### src/rtl/boot_loader.sv
// Byte-stream program loader: assembles LE words into imem, then releases the core.
// Ports: clk, rst(async low), rx_*(valid/ready), imem_*(write), core_rst, done, error. Option: LOADER_CHECKSUM_EN.
module boot_loader #(
  parameter int unsigned DEPTH     = 256,
  parameter logic [31:0] BASE_ADDR = 32'h0000_0000,
  parameter int unsigned LEN_WIDTH = 16
) (
  input  logic        clk,
  input  logic        rst,
  input  logic        rx_valid,
  input  logic [7:0]  rx_byte,
  output logic        rx_ready,
  output logic        imem_we,
  output logic [31:0] imem_addr,
  output logic [31:0] imem_wdata,
  output logic        core_rst,
  output logic        done,
  output logic        error
);

  localparam int unsigned IW = $clog2(DEPTH) + 1;

  typedef enum logic [2:0] {
    LEN_LO, LEN_HI, DATA, CHECK, RUN, ERROR
  } state_t;

  state_t               state_q, state_d;
  logic [LEN_WIDTH-1:0] len_q, len_d;
  logic [1:0]           byte_cnt_q, byte_cnt_d;
  logic [23:0]          buf_q, buf_d;
  logic [IW-1:0]        widx_q, widx_d;
  logic                 we_q, we_d;
  logic [31:0]          addr_q, addr_d;
  logic [31:0]          wdata_q, wdata_d;
  logic                 rdy_q, rdy_d;
  logic                 crst_q, crst_d;
  logic                 done_q, done_d;
  logic                 err_q, err_d;
  logic                 fire;

`ifdef LOADER_CHECKSUM_EN
  logic [7:0]           sum_q, sum_d;
  logic [7:0]           ck;
`endif

  assign fire = rx_valid & rdy_q;

  always_comb begin
    state_d    = state_q;
    len_d      = len_q;
    byte_cnt_d = byte_cnt_q;
    buf_d      = buf_q;
    widx_d     = widx_q;
    we_d       = 1'b0;
    addr_d     = addr_q;
    wdata_d    = wdata_q;
`ifdef LOADER_CHECKSUM_EN
    sum_d      = sum_q;
    ck         = sum_q + rx_byte;
    if (fire && (state_q inside {LEN_LO, LEN_HI, DATA}))
      sum_d = ck;
`endif
    case (state_q)
      LEN_LO: begin
        if (fire) begin
          len_d   = LEN_WIDTH'(rx_byte);
          state_d = LEN_HI;
        end
      end
      LEN_HI: begin
        if (fire) begin
          len_d = LEN_WIDTH'({rx_byte, len_q[7:0]});
          if (len_d == '0)
            state_d = CHECK;
          else if (32'(len_d) > DEPTH)
            state_d = ERROR;
          else
            state_d = DATA;
        end
      end
      DATA: begin
        if (fire) begin
          byte_cnt_d = byte_cnt_q + 2'd1;
          if (byte_cnt_q == 2'd3) begin
            // Word complete: write lands next cycle, stream keeps flowing.
            we_d    = 1'b1;
            wdata_d = {rx_byte, buf_q};
            addr_d  = BASE_ADDR + (32'(widx_q) << 2);
            widx_d  = widx_q + IW'(1);
            if (32'(widx_q) + 32'd1 == 32'(len_q))
              state_d = CHECK;
          end else begin
            buf_d = {rx_byte, buf_q[23:8]};
          end
        end
      end
      CHECK: begin
`ifdef LOADER_CHECKSUM_EN
        if (fire)
          state_d = (ck == 8'h00) ? RUN : ERROR;
`else
        state_d = RUN;
`endif
      end
      RUN:     state_d = RUN;
      ERROR:   state_d = ERROR;
      default: state_d = ERROR;
    endcase

    // Status outputs are registered images of the next state.
`ifdef LOADER_CHECKSUM_EN
    rdy_d  = state_d inside {LEN_LO, LEN_HI, DATA, CHECK};
`else
    rdy_d  = state_d inside {LEN_LO, LEN_HI, DATA};
`endif
    crst_d = (state_d == RUN);
    done_d = (state_d == RUN);
    err_d  = (state_d == ERROR);
  end

  always_ff @(posedge clk or negedge rst) begin
    if (!rst) begin
      state_q    <= LEN_LO;
      len_q      <= '0;
      byte_cnt_q <= '0;
      buf_q      <= '0;
      widx_q     <= '0;
      we_q       <= 1'b0;
      addr_q     <= BASE_ADDR;
      wdata_q    <= '0;
      rdy_q      <= 1'b0;
      crst_q     <= 1'b0;
      done_q     <= 1'b0;
      err_q      <= 1'b0;
    end else begin
      state_q    <= state_d;
      len_q      <= len_d;
      byte_cnt_q <= byte_cnt_d;
      buf_q      <= buf_d;
      widx_q     <= widx_d;
      we_q       <= we_d;
      addr_q     <= addr_d;
      wdata_q    <= wdata_d;
      rdy_q      <= rdy_d;
      crst_q     <= crst_d;
      done_q     <= done_d;
      err_q      <= err_d;
    end
  end

`ifdef LOADER_CHECKSUM_EN
  always_ff @(posedge clk or negedge rst) begin
    if (!rst) sum_q <= '0;
    else      sum_q <= sum_d;
  end
`endif

  assign rx_ready   = rdy_q;
  assign imem_we    = we_q;
  assign imem_addr  = addr_q;
  assign imem_wdata = wdata_q;
  assign core_rst   = crst_q;
  assign done       = done_q;
  assign error      = err_q;

endmodule

### config.mk
export PLATFORM = sky130hd
export DESIGN_NAME = boot_loader
export DESIGN_NICKNAME = d
export VERILOG_FILES = /design/src/rtl/boot_loader.sv
export SDC_FILE = /design/constraint.sdc
export NUM_CORES = 1
export LEC_CHECK = 0
export ABC_AREA = 1
export BUFFER_PORTS_ARGS = -buffer_cell sky130_fd_sc_hd__buf_4
export CAP_MARGIN = 20
export CORE_ASPECT_RATIO = 0.9
export CORE_MARGIN = 10
export CORE_UTILIZATION = 39
export DETAILED_ROUTE_END_ITERATION = 10
export SLEW_MARGIN = 20
export SYNTH_ARGS = -nofsm -noshare
export SYNTH_HDL_FRONTEND = slang
export SYNTH_SLANG_ARGS = --single-unit
### constraint.sdc
create_clock -name clk -period 2.9 [get_ports clk]
set_input_delay 0.29 -clock clk [delete_from_list [all_inputs] [get_ports clk]]
set_output_delay 0.29 -clock clk [all_outputs]
set_load 0.005 [all_outputs]
# ---- Word level (Yosys, flattened, before mapping)
# Cells that the tools add are included.
dict set report totals {
  register_bits 99
  latch_bits 0
  ramBits 0
  romBits 0
  out_inout_bits 69
  n_memories 0
}
dict set report classes {
  add_sub_neg 3
  multipliers 0
  div 0
  n_lt_le_gt_ge 1
  n_eq_ne 12
  shift 0
  muxes 14
  bitwise_logic 3
  n_reduce_logical 11
}
# cell n
set ops {}
lappend ops {{$mux 16} 2}
lappend ops {{$pmux 16 s2} 1}
lappend ops {{$mux 3} 7}
lappend ops {{$eq 10x16->1} 1}
lappend ops {{$gt 16x9->1 const B} 1}
lappend ops {{$logic_not 16->1} 1}
lappend ops {{$pmux 3 s4} 1}
lappend ops {{$reduce_and 3->1} 4}
lappend ops {{$add 9x1->10 const B} 1}
lappend ops {{$add 9x1->9 const B} 1}
lappend ops {{$eq 3x2->1 const B} 3}
lappend ops {{$eq 3x3->1 const B} 3}
lappend ops {{$eq 3x1->1 const B} 2}
lappend ops {{$logic_not 3->1} 2}
lappend ops {{$ne 2x2->1 const B} 2}
lappend ops {{$mux 1} 3}
lappend ops {{$reduce_bool 3->1} 1}
lappend ops {{$add 2x1->2 const B} 1}
lappend ops {{$eq 2x2->1 const B} 1}
lappend ops {{$not 1->1} 2}
lappend ops {{$reduce_and 2->1} 1}
lappend ops {{$reduce_bool 2->1} 1}
lappend ops {{$reduce_or 2->1} 1}
lappend ops {{$and 1x1->1} 1}

# ---- Longest topological paths before layout
# Gate-level depths: netlist of the first run.
dict set report depth {
  depth_word 8
  depth_mapped 12
}

# ---- Least setup slack after synthesis of the first run
# OpenSTA, ideal clock, no wires.
dict set report synth_timing {
  path_kind {reg-to-reg}
  startpoint {register widx_q[0]}
  endpoint {register rdy_q, in the netlist rx_ready}
  setup_ns 0.117
  arrival_time_ns 1.383
  slack_ns 1.399
  stages_incl_launch_ff 13
  path_buffers 0
  synth_period_minus_slack_ns 1.501
  cell_sequence {dfrtp_1 > ha_1 > nand2_1 > nor2_4 > nand2_1 > nand2_1 > nand2_1 > nand2_1 > nand2_1 > nor2_1 > nand3_1 > nand3_1 > nand2_1}
}
dict set report synth_between {
  elab_chain_len 8
}
# item line
set synth_lines {}
lappend synth_lines {{start: declaration} 31} ;# logic [IW-1:0] widx_q, widx_d;
lappend synth_lines {{start signal: assignment} 140} ;# widx_q <= widx_d;
lappend synth_lines {{$add 9x1->10 (*)} 90} ;# if (32'(widx_q) + 32'd1 == 32'(len_q))
lappend synth_lines {{$eq 10x16->1 (*)} 90}
lappend synth_lines {{$mux 3 (*)} 90}
lappend synth_lines {{$mux 3 (*)} 84} ;# if (byte_cnt_q == 2'd3) begin
lappend synth_lines {{$mux 3 (*)} 82} ;# if (fire) begin
lappend synth_lines {{$pmux 3 s4 (*)} 63} ;# case (state_q)
lappend synth_lines {{$eq 3x1->1 (tied with other cells)} 114} ;# rdy_d = state_d inside {LEN_LO, LEN_HI, DATA};
lappend synth_lines {{$reduce_bool 3->1 (*)} 114}
lappend synth_lines {{via rdy_d} 35} ;# logic rdy_q, rdy_d;
lappend synth_lines {{end signal: assignment} 144} ;# rdy_q <= rdy_d;
lappend synth_lines {{end: declaration} 35}
# The timed path passes the listed nets; every way through them passes the cells marked *.
# A chain may end at the register's enable or synchronous reset.

# ---- Worst setup path after layout of the first run
dict set report layout_timing {
  startpoint {register state_q[0]}
  endpoint {register wdata_q[8], in the netlist imem_wdata[8]}
}
dict set report layout_between {
  elab_chain_len 2
}
# item line
set layout_lines {}
lappend layout_lines {{start: declaration} 27} ;# state_t state_q, state_d;
lappend layout_lines {{start signal: assignment} 136} ;# state_q <= state_d;
lappend layout_lines {{$eq 3x2->1} 63}
lappend layout_lines {{$reduce_and 3->1 (no line)} n/a}
lappend layout_lines {{end signal: assignment} 143} ;# wdata_q <= wdata_d;
lappend layout_lines {{end: declaration} 34} ;# logic [31:0] wdata_q, wdata_d;
# No other way between the ends.

==> results of run 1 <==
==> worst max-delay path, delay by kind of cell, from the launching register on <==
| family | cells | cell delay [ns] |
|---|---|---|
| buffers and inverters | 2 | 0.76 |
| and+or+nand+nor | 4 | 0.53 |
| DFF | 1 | 0.44 |
| AOI/OAI and AO/OA | 1 | 0.44 |
==> worst paths after layout <==
kind	from	endpoint	slack, ns	cells past startpoint
max reg2reg	state_q[0]	imem_wdata[8]	0.59	7
min	rx_byte[3]	imem_wdata[27]	0.29	3
max in group asynchronous	rst	widx_q[5]	1.70	3
max	state_q[0]	imem_wdata[8]	0.59	7
min in group asynchronous	rst	imem_wdata[20]	0.49	2
min reg2reg	imem_wdata[0]	imem_wdata[0]	0.47	2
==> state kept, by name, indices dropped and copies added, names as in the netlist <==
signal and flops:
imem_wdata 32, buf_q 24, len_q 16, imem_addr 9, widx_q 9, state_q 3, byte_cnt_q 2, done 1
error 1, imem_we 1, rx_ready 1
==> cells by family (layout without fill, tap and decap cells) <==
logic type                 count (synthesis)  count (layout)  synth area share, %
and+or+nand+nor                          248             248                 22.7
adders and majority gates                  2               2                0.573
AOI/OAI and AO/OA                         78              78                 9.05
DFF                                       99              99                 56.7
xor gates and xnor gates                   2               2                0.401
buffers and inverters                     93             127                 10.4
other                                      1              23               0.0859
==> cells in the mapped netlist, drive strengths merged <==
cell and n:
nor2 41, a21oi 11, ha 2, inv 51
xor2 2, buf 37, nand3b 1, o21ai 63
o22ai 4, nand2 177, conb 1, dfrtp 99
nand3 29, clkbuf 5
==> metrics by stage <==
stage               total power, W  utilization, %  hold slack [ns]
global route               0.00508            47.3            0.320
detailed placement         0.00350            44.3            0.342
floorplan                  0.00286               -         -0.00559
CTS                        0.00478            47.3            0.288
finish                     0.00471            47.3            0.290
global placement           0.00345            44.3            0.343
==> area by class of cell <==
class	instances	area (um2)
repair buffers	60	465
clock buffers	9	225
fillers	1084	5740
inverters	51	193
multi-input cells	353	1520
flip-flops and latches	99	2480
well taps	152	190
clock inverters	7	90.1
==> power breakdown <==
group | leakage [nW] | internal (W) | switching [W]
logic | 1.28 | 0.000592 | 0.000735
registers | 1.24 | 0.00184 | 0.000282
clock network | 0.157 | 0.000697 | 0.000565
total | 2.67 | 0.00313 | 0.00158
==> what timing repair did <==
item	CTS	global route
hold buffers	1	0
endpoints found under the setup margin	0	0
resized for setup	0	0
hold endpoints to repair	48	0
==> metal layers <==
layer  vias to the layer above  track usage (%)  wire, um
li1                       1695                -         -
met1                      1522             17.4      4850
met2                        82             18.9      4230
met3                         6             4.14       604
met4                         0             3.82       111
met5                         -                0         0
==> summary.txt, run 1 <==
global-route usage over all layers -> 12.7%
CTS Sinks -> 99
placed cell areas -> 4830 um2
status -> finished clean
final hold vios -> 0
ANT nets after route -> 0
kind of start point of the critical path -> register
CTS Buf Count -> 9
fin. max-slew vios -> 0
Final setup viols -> 0
Final Non-Filler Cells -> 731
placer congestion estimate -> 0.802
DR vias/cell -> 4.52
first-pass GRT wire length -> 16.7 mm
initial antenna violation count -> 0
Cell Pwr Density -> 913 nW/um2
Area contributors post-synth -> dfrtp_1, nand2_1, o21ai_0
post-layout net count -> 587
Tcrit/Tclk final -> 79.7%
leakage -> 2.67 nW
TNS Setup -> 0 ns
Max Cap Viol -> 0
VDD IR-drop max -> 0.376 mV
Synth top area share -> 56.7%
GR Overflow Total -> 0
final instance area -> 5160 um2
PortBufs -> 56
Post-Route WL -> 9.80 mm
Worst Skew -> 0.00899 ns
Rows -> 36
layout cell share with drive strength beyond 1 -> 13.8%
most frequent cells in the layout -> nand2_1, dfrtp_1, buf_4, inv_1, o21ai_0
Core Footprint -> 10900 um2
Post-Syn Area -> 4370 um2
crit end category -> register
Worst-path clk slew -> 0.08 ns
most common cell after layout, fill and taps aside -> nand2_1
Die ar. -> 15800 um2
Unique masters post-synth -> 18
Ys Warns -> 0
vias in the first global route -> 3269
clk_lat worst skew -> 0.34 ns
ordered cell list for the critical path -> nor2_1 > nand2_1 > nor2_4 > inv_2 > nor2_4 > clkinv_2 > o21ai_0
post-DP HPWL -> 7.01 mm
# diodes -> 0
Post-Synthesis Cells -> 523
Crit path largest cell delay -> 0.69 ns
clk root buf -> clkbuf_16
number of H-tree levels -> 3
postcts setup bufs -> 0
Worst slew margin -> 39.0%
Die Wd -> 132 um
Worst Path Required -> 3.13 ns
io pins -> 80
initial core utilization -> 40.1%
Hold Path Class -> in2reg
dpl cells -> 714
via count -> 3305
Max clock buf depth -> 2
fin crit period -> 2.31 ns
DR pass1 iterations -> 5
Mapped Avg Cell Area -> 8.35 um2
worst setup margin -> 0.589 ns
DR iter-0 viols -> 199
peak fanout along the critical path -> 70
synthesis-stage register bit count -> 99
most used cell, CP -> nor2_4
Syn-to-layout area delta -> 18.1%
critical path data arrival time -> 2.54 ns
Worst Max-Slew Pin Slew -> 0.916 ns
WS Path Type -> reg2reg
Seq/Total Area, Yosys -> 56.7%
Yosys top cell by area -> dfrtp_1
die height -> 120 um
unrepaired setup endpoints after global routing -> false
slowest CP cell -> clkinv_2
Place WS -> 0.845 ns
drt wl/cell -> 13.4 um
residual DRC count -> 0
CTS tree -> done
largest net degree at the start of global routing -> 71
Max Fclk -> 433 MHz
No activity file was read; power rests on OpenSTA's default activity.
==> run 2: changes to the inputs <==
==> constraint.sdc (replaced) <==
create_clock -name clk -period 2 [get_ports clk]
set_input_delay 0.2 -clock clk [delete_from_list [all_inputs] [get_ports clk]]
set_output_delay 0.2 -clock clk [all_outputs]
set_load 0.005 [all_outputs]
==> summary.txt, run 2 (synthesized netlist as in run 1, its figures left out) <==
DR pass1 iterations -> 5
GR Overflow Total -> 0
Die ar. -> 15800 um2
Worst-path clk slew -> 0.07 ns
Max Fclk -> 570 MHz
ordered cell list for the critical path -> ha_1 > nand2_1 > nor2_4 > nand2_1 > nand2_1 > nand2_1 > nand2_1 > nand2_1 > nor2_1 > nand3_1 > nand3_1 > nand2_1
PortBufs -> 56
kind of start point of the critical path -> register
Post-Route WL -> 9.91 mm
WHS Endpoint -> imem_wdata[31]
vias in the first global route -> 3257
postcts setup bufs -> 0
leakage -> 2.67 nW
cts hold-fix bufs -> 1
ANT nets after route -> 0
Die Wd -> 132 um
post-DP HPWL -> 7.12 mm
io pins -> 80
clk root buf -> clkbuf_16
unrepaired setup endpoints after global routing -> false
die height -> 120 um
initial core utilization -> 40.1%
Hold Path Class -> in2reg
CTS Buf Count -> 9
Max Cap Viol -> 0
R2R Path Start -> widx_q[0]
largest net degree at the start of global routing -> 71
slowest CP cell -> dfrtp_1
Fill cells -> 1086
drt wl/cell -> 13.5 um
CTS Sinks -> 99
WP buf/inv -> 0
global-route usage over all layers -> 12.8%
dpl cells -> 717
fin. max-slew vios -> 0
placer congestion estimate -> 0.813
most common cell after layout, fill and taps aside -> nand2_1
clk_lat worst skew -> 0.34 ns
Worst Path Required -> 2.23 ns
Final setup viols -> 0
status -> finished clean
residual DRC count -> 0
# diodes -> 0
final hold vios -> 0
FF/Latch Area -> 2480 um2
Tcrit/Tclk final -> 87.8%
cell family with the largest share of critical-path delay -> simple AND/OR/NAND/NOR gates
Min-Delay Startpoint -> rx_byte[7]
layout cell share with drive strength beyond 1 -> 13.9%
FF-to-FF setup slack -> 0.24 ns
Core Footprint -> 10900 um2
post-layout net count -> 590
Max clock buf depth -> 2
Crit Reg-Reg Endpoint -> rx_ready
first-pass GRT wire length -> 16.8 mm
most frequent cells in the layout -> nand2_1, dfrtp_1, buf_4, inv_1, o21ai_0
hold depth -> 3
DR vias/cell -> 4.56
Final Non-Filler Cells -> 734
via count -> 3346
critical path data arrival time -> 1.99 ns
initial antenna violation count -> 0
CTS tree -> done
most used cell, CP -> nand2_1
multi-input logic area -> 1520 um2
Worst Skew -> 0.00601 ns
crit end category -> register
Crit path largest cell delay -> 0.42 ns
Syn-to-layout area delta -> 18.1%
peak fanout along the critical path -> 5
VDD IR-drop max -> 0.781 mV
Rows -> 36
number of H-tree levels -> 3
max reg flops -> 32
WS Path Type -> reg2reg
fin crit period -> 1.76 ns
TNS Setup -> 0 ns
post-cts sizing count -> 0
DR iter-0 viols -> 229
Cell Pwr Density -> 1290 nW/um2
Reg2Reg Depth -> 12
[run 2: cell types whose count changed in the layout (fill, tap and decap cells not counted), moves of 2 or more]
| cell | previous run | this run |
|---|---|---|
| buf_4 | 58 | 60 |
| clkbuf_1 | 0 | 2 |
| clkbuf_8 | 0 | 2 |
| clkinvlp_4 | 0 | 3 |
| inv_6 | 3 | 0 |
| inv_8 | 3 | 0 |
[run 2: area by class of cell]
cell class | count | share of cell area [%]
clock buffer | 13 | 5.04
clock inverter | 3 | 0.436
inverter | 51 | 3.71
multi-input combinational | 353 | 29.4
sequential | 99 | 48.0
tap | 152 | 3.69
timing repair buffer | 63 | 9.70
[run 2: worst max path at each step]
stage               from       end  cells after the start
2_1_floorplan  widx_q[0]  rx_ready                     12
6_report       widx_q[0]  rx_ready                     12
4_1_cts        widx_q[0]  rx_ready                     12
5_1_grt        widx_q[0]  rx_ready                     12
3_3_place_gp   widx_q[0]  rx_ready                     11
3_5_place_dp   widx_q[0]  rx_ready                     12
[run 2: tightest hold or removal path, stage by stage]
cell     delay (ns)
buf_4          0.09
inv_1          0.08
o21ai_1        0.13
[run 2: metal layers]
metal  global-route usage, %  up-vias  part of all wire, %
met5                       0        -                    0
met3                    3.68       12                  6.4
met4                    4.17        0                  1.3
met1                    18.5     1543                   51
li1                        -     1698                    -
met2                    18.2       93                   41
[run 2: per-stage QoR]
| stage | utilization (%) | cell area (um2) | hold WS, ns | power [W] | setup WS, ns |
|---|---|---|---|---|---|
| floorplan | - | 4450 | -0.0956 | 0.00414 | 0.499 |
| global placement | 44.7 | 4870 | 0.174 | 0.00503 | 0.357 |
| detailed placement | 44.7 | 4870 | 0.184 | 0.00508 | 0.296 |
| CTS | 47.3 | 5160 | 0.199 | 0.00674 | 0.274 |
| global route | 47.3 | 5160 | 0.208 | 0.00717 | 0.0818 |
| finish | 47.3 | 5160 | 0.208 | 0.00665 | 0.244 |
[run 2: where the power goes]
group / internal (W) / switching (W)
sequential: 0.00267 / 0.000397
clock: 0.000913 / 0.000731
combinational: 0.000875 / 0.00106
==> run 3: changes to the inputs <==
--- a/config.mk
+++ b/config.mk
@@ -9,9 +9,11 @@
 export BUFFER_PORTS_ARGS = -buffer_cell sky130_fd_sc_hd__buf_4
 export CAP_MARGIN = 20
 export CORE_ASPECT_RATIO = 0.9
-export CORE_MARGIN = 10
+export CORE_MARGIN = 2
 export CORE_UTILIZATION = 39
 export DETAILED_ROUTE_END_ITERATION = 10
+export RECOVER_POWER = 25
+export SKIP_CTS_REPAIR_TIMING = 1
 export SLEW_MARGIN = 20
 export SYNTH_ARGS = -nofsm -noshare
 export SYNTH_HDL_FRONTEND = slang
==> summary.txt, run 3 (synthesized netlist as in run 1, its figures left out) <==
status -> finished clean
fin crit period -> 1.80 ns
Worst Path Required -> 2.23 ns
initial antenna violation count -> 0
Post-Route WL -> 9.29 mm
met3 wire length -> 403 um
Core Footprint -> 10900 um2
Worst slew margin -> 14.0%
CTS Sinks -> 99
CTS Buf Count -> 9
# diodes -> 0
Max Fclk -> 557 MHz
max reg flops -> 32
DR pass1 iterations -> 4
PortBufs -> 56
Worst Max-Slew Pin Slew -> 1.29 ns
global-route usage over all layers -> 16.7%
most frequent cells in the layout -> nand2_1, dfrtp_1, buf_4, inv_1, o21ai_0
Hold Path Class -> in2reg
placer congestion estimate -> 0.818
kind of start point of the critical path -> register
residual DRC count -> 0
Syn-to-layout area delta -> 18.8%
post-DP HPWL -> 6.65 mm
number of H-tree levels -> 3
crit end category -> register
Die ar. -> 12100 um2
Hold Slack -> 0.218 ns
peak fanout along the critical path -> 5
WP buf/inv -> 0
Top Layer Used -> met4
CTS tree -> done
vias in the first global route -> 3071
drt wl/cell -> 12.6 um
Util after Layout -> 47.8%
Final setup viols -> 0
Max clock buf depth -> 2
final hold vios -> 0
wire length on met2 -> 3.98 mm
DR vias/cell -> 4.53
Crit path largest cell delay -> 0.44 ns
crit path from -> widx_q[0]
slowest CP cell -> dfrtp_1
FF/Latch Area -> 2480 um2
Max Cap Viol -> 0
initial core utilization -> 40.2%
largest net degree at the start of global routing -> 51
multi-input logic area -> 1520 um2
fin. max-slew vios -> 0
die height -> 104 um
clk root buf -> clkbuf_16
Die Wd -> 116 um
dpl cells -> 719
GR Overflow Total -> 0
leakage -> 2.68 nW
first-pass GRT wire length -> 15.8 mm
Final Non-Filler Cells -> 736
wl on met1 -> 4.78 mm
post-layout net count -> 592
R2R Path Start -> widx_q[0]
cell family with the largest share of critical-path delay -> simple AND/OR/NAND/NOR gates
most common cell after layout, fill and taps aside -> nand2_1
ANT nets after route -> 0
WS Path Type -> reg2reg
TNS Setup -> 0 ns
DR iter-0 viols -> 179
Worst-path clk slew -> 0.07 ns
Rows -> 36
Fill cells -> 1044
Worst Skew -> 0.00674 ns
via count -> 3334
critical path data arrival time -> 2.03 ns
layout cell share with drive strength beyond 1 -> 14.6%
Cell Pwr Density -> 1290 nW/um2
Tcrit/Tclk final -> 89.8%
io pins -> 80
most used cell, CP -> nand2_1
VDD IR-drop max -> 0.464 mV
Min-Delay Startpoint -> rx_byte[2]
ordered cell list for the critical path -> ha_1 > nand2_1 > nand2_1 > nor2_1 > nand2_1 > nor2_1 > nand2_1 > nor2_1 > nand3_2 > nand3_1 > nand2_1
unrepaired setup endpoints after global routing -> false
clk_lat worst skew -> 0.34 ns
-- run 3: cell types whose count changed in the layout (fill, tap and decap cells not counted), sizes merged --
cell,delta
inv,+1
clkbuf,+9
buf,-10
bufinv,+1
clkinvlp,-2
clkinv,+3
-- run 3: where the power goes --
part / leakage (nW) / switching, W / internal, W
Sequential: 1.24 / 0.000401 / 0.00267
Clock: 0.143 / 0.000746 / 0.000973
Combinational: 1.30 / 0.00104 / 0.000869
-- run 3: stage by stage --
step	worst slack [ns]	cell area, um2	total power, W
final	0.204	5190	0.00670
after global routing	0.0134	5190	0.00723
after CTS	0.178	5180	0.00680
after detailed placement	0.179	4880	0.00506
after global placement	0.226	4880	0.00499
after floorplan	0.499	4450	0.00414
-- run 3: layout make-up --
class,count,area share (%)
Sequential cell,99,47.7
Multi-Input combinational cell,353,29.3
Timing Repair Buffer,65,9.89
Clock buffer,10,4.41
Inverter,51,3.69
Tap cell,152,3.67
Clock inverter,6,1.25
-- run 3: per-layer routing --
layer | GRT usage [%] | up-vias
li1 | - | 1698
met1 | 25.5 | 1552
met2 | 23.5 | 76
met3 | 3.85 | 8
met4 | 4.99 | 0
met5 | 0 | -
-- run 3: worst paths after layout --
path | slack (ns) | endpoint | cells past startpoint
hold reg to reg | 0.47 | imem_wdata[21] | 2
min in group asynchronous | 0.67 | imem_we | 2
max in group asynchronous | 0.53 | widx_q[7] | 2
hold / removal | 0.22 | imem_wdata[26] | 3
setup reg to reg | 0.20 | rx_ready | 11
setup / recovery | 0.20 | rx_ready | 11
-- run 3: worst min-delay path, stage by stage --
cell and delay [ns]:
buf_4 0.09, inv_1 0.09, o21ai_1 0.14
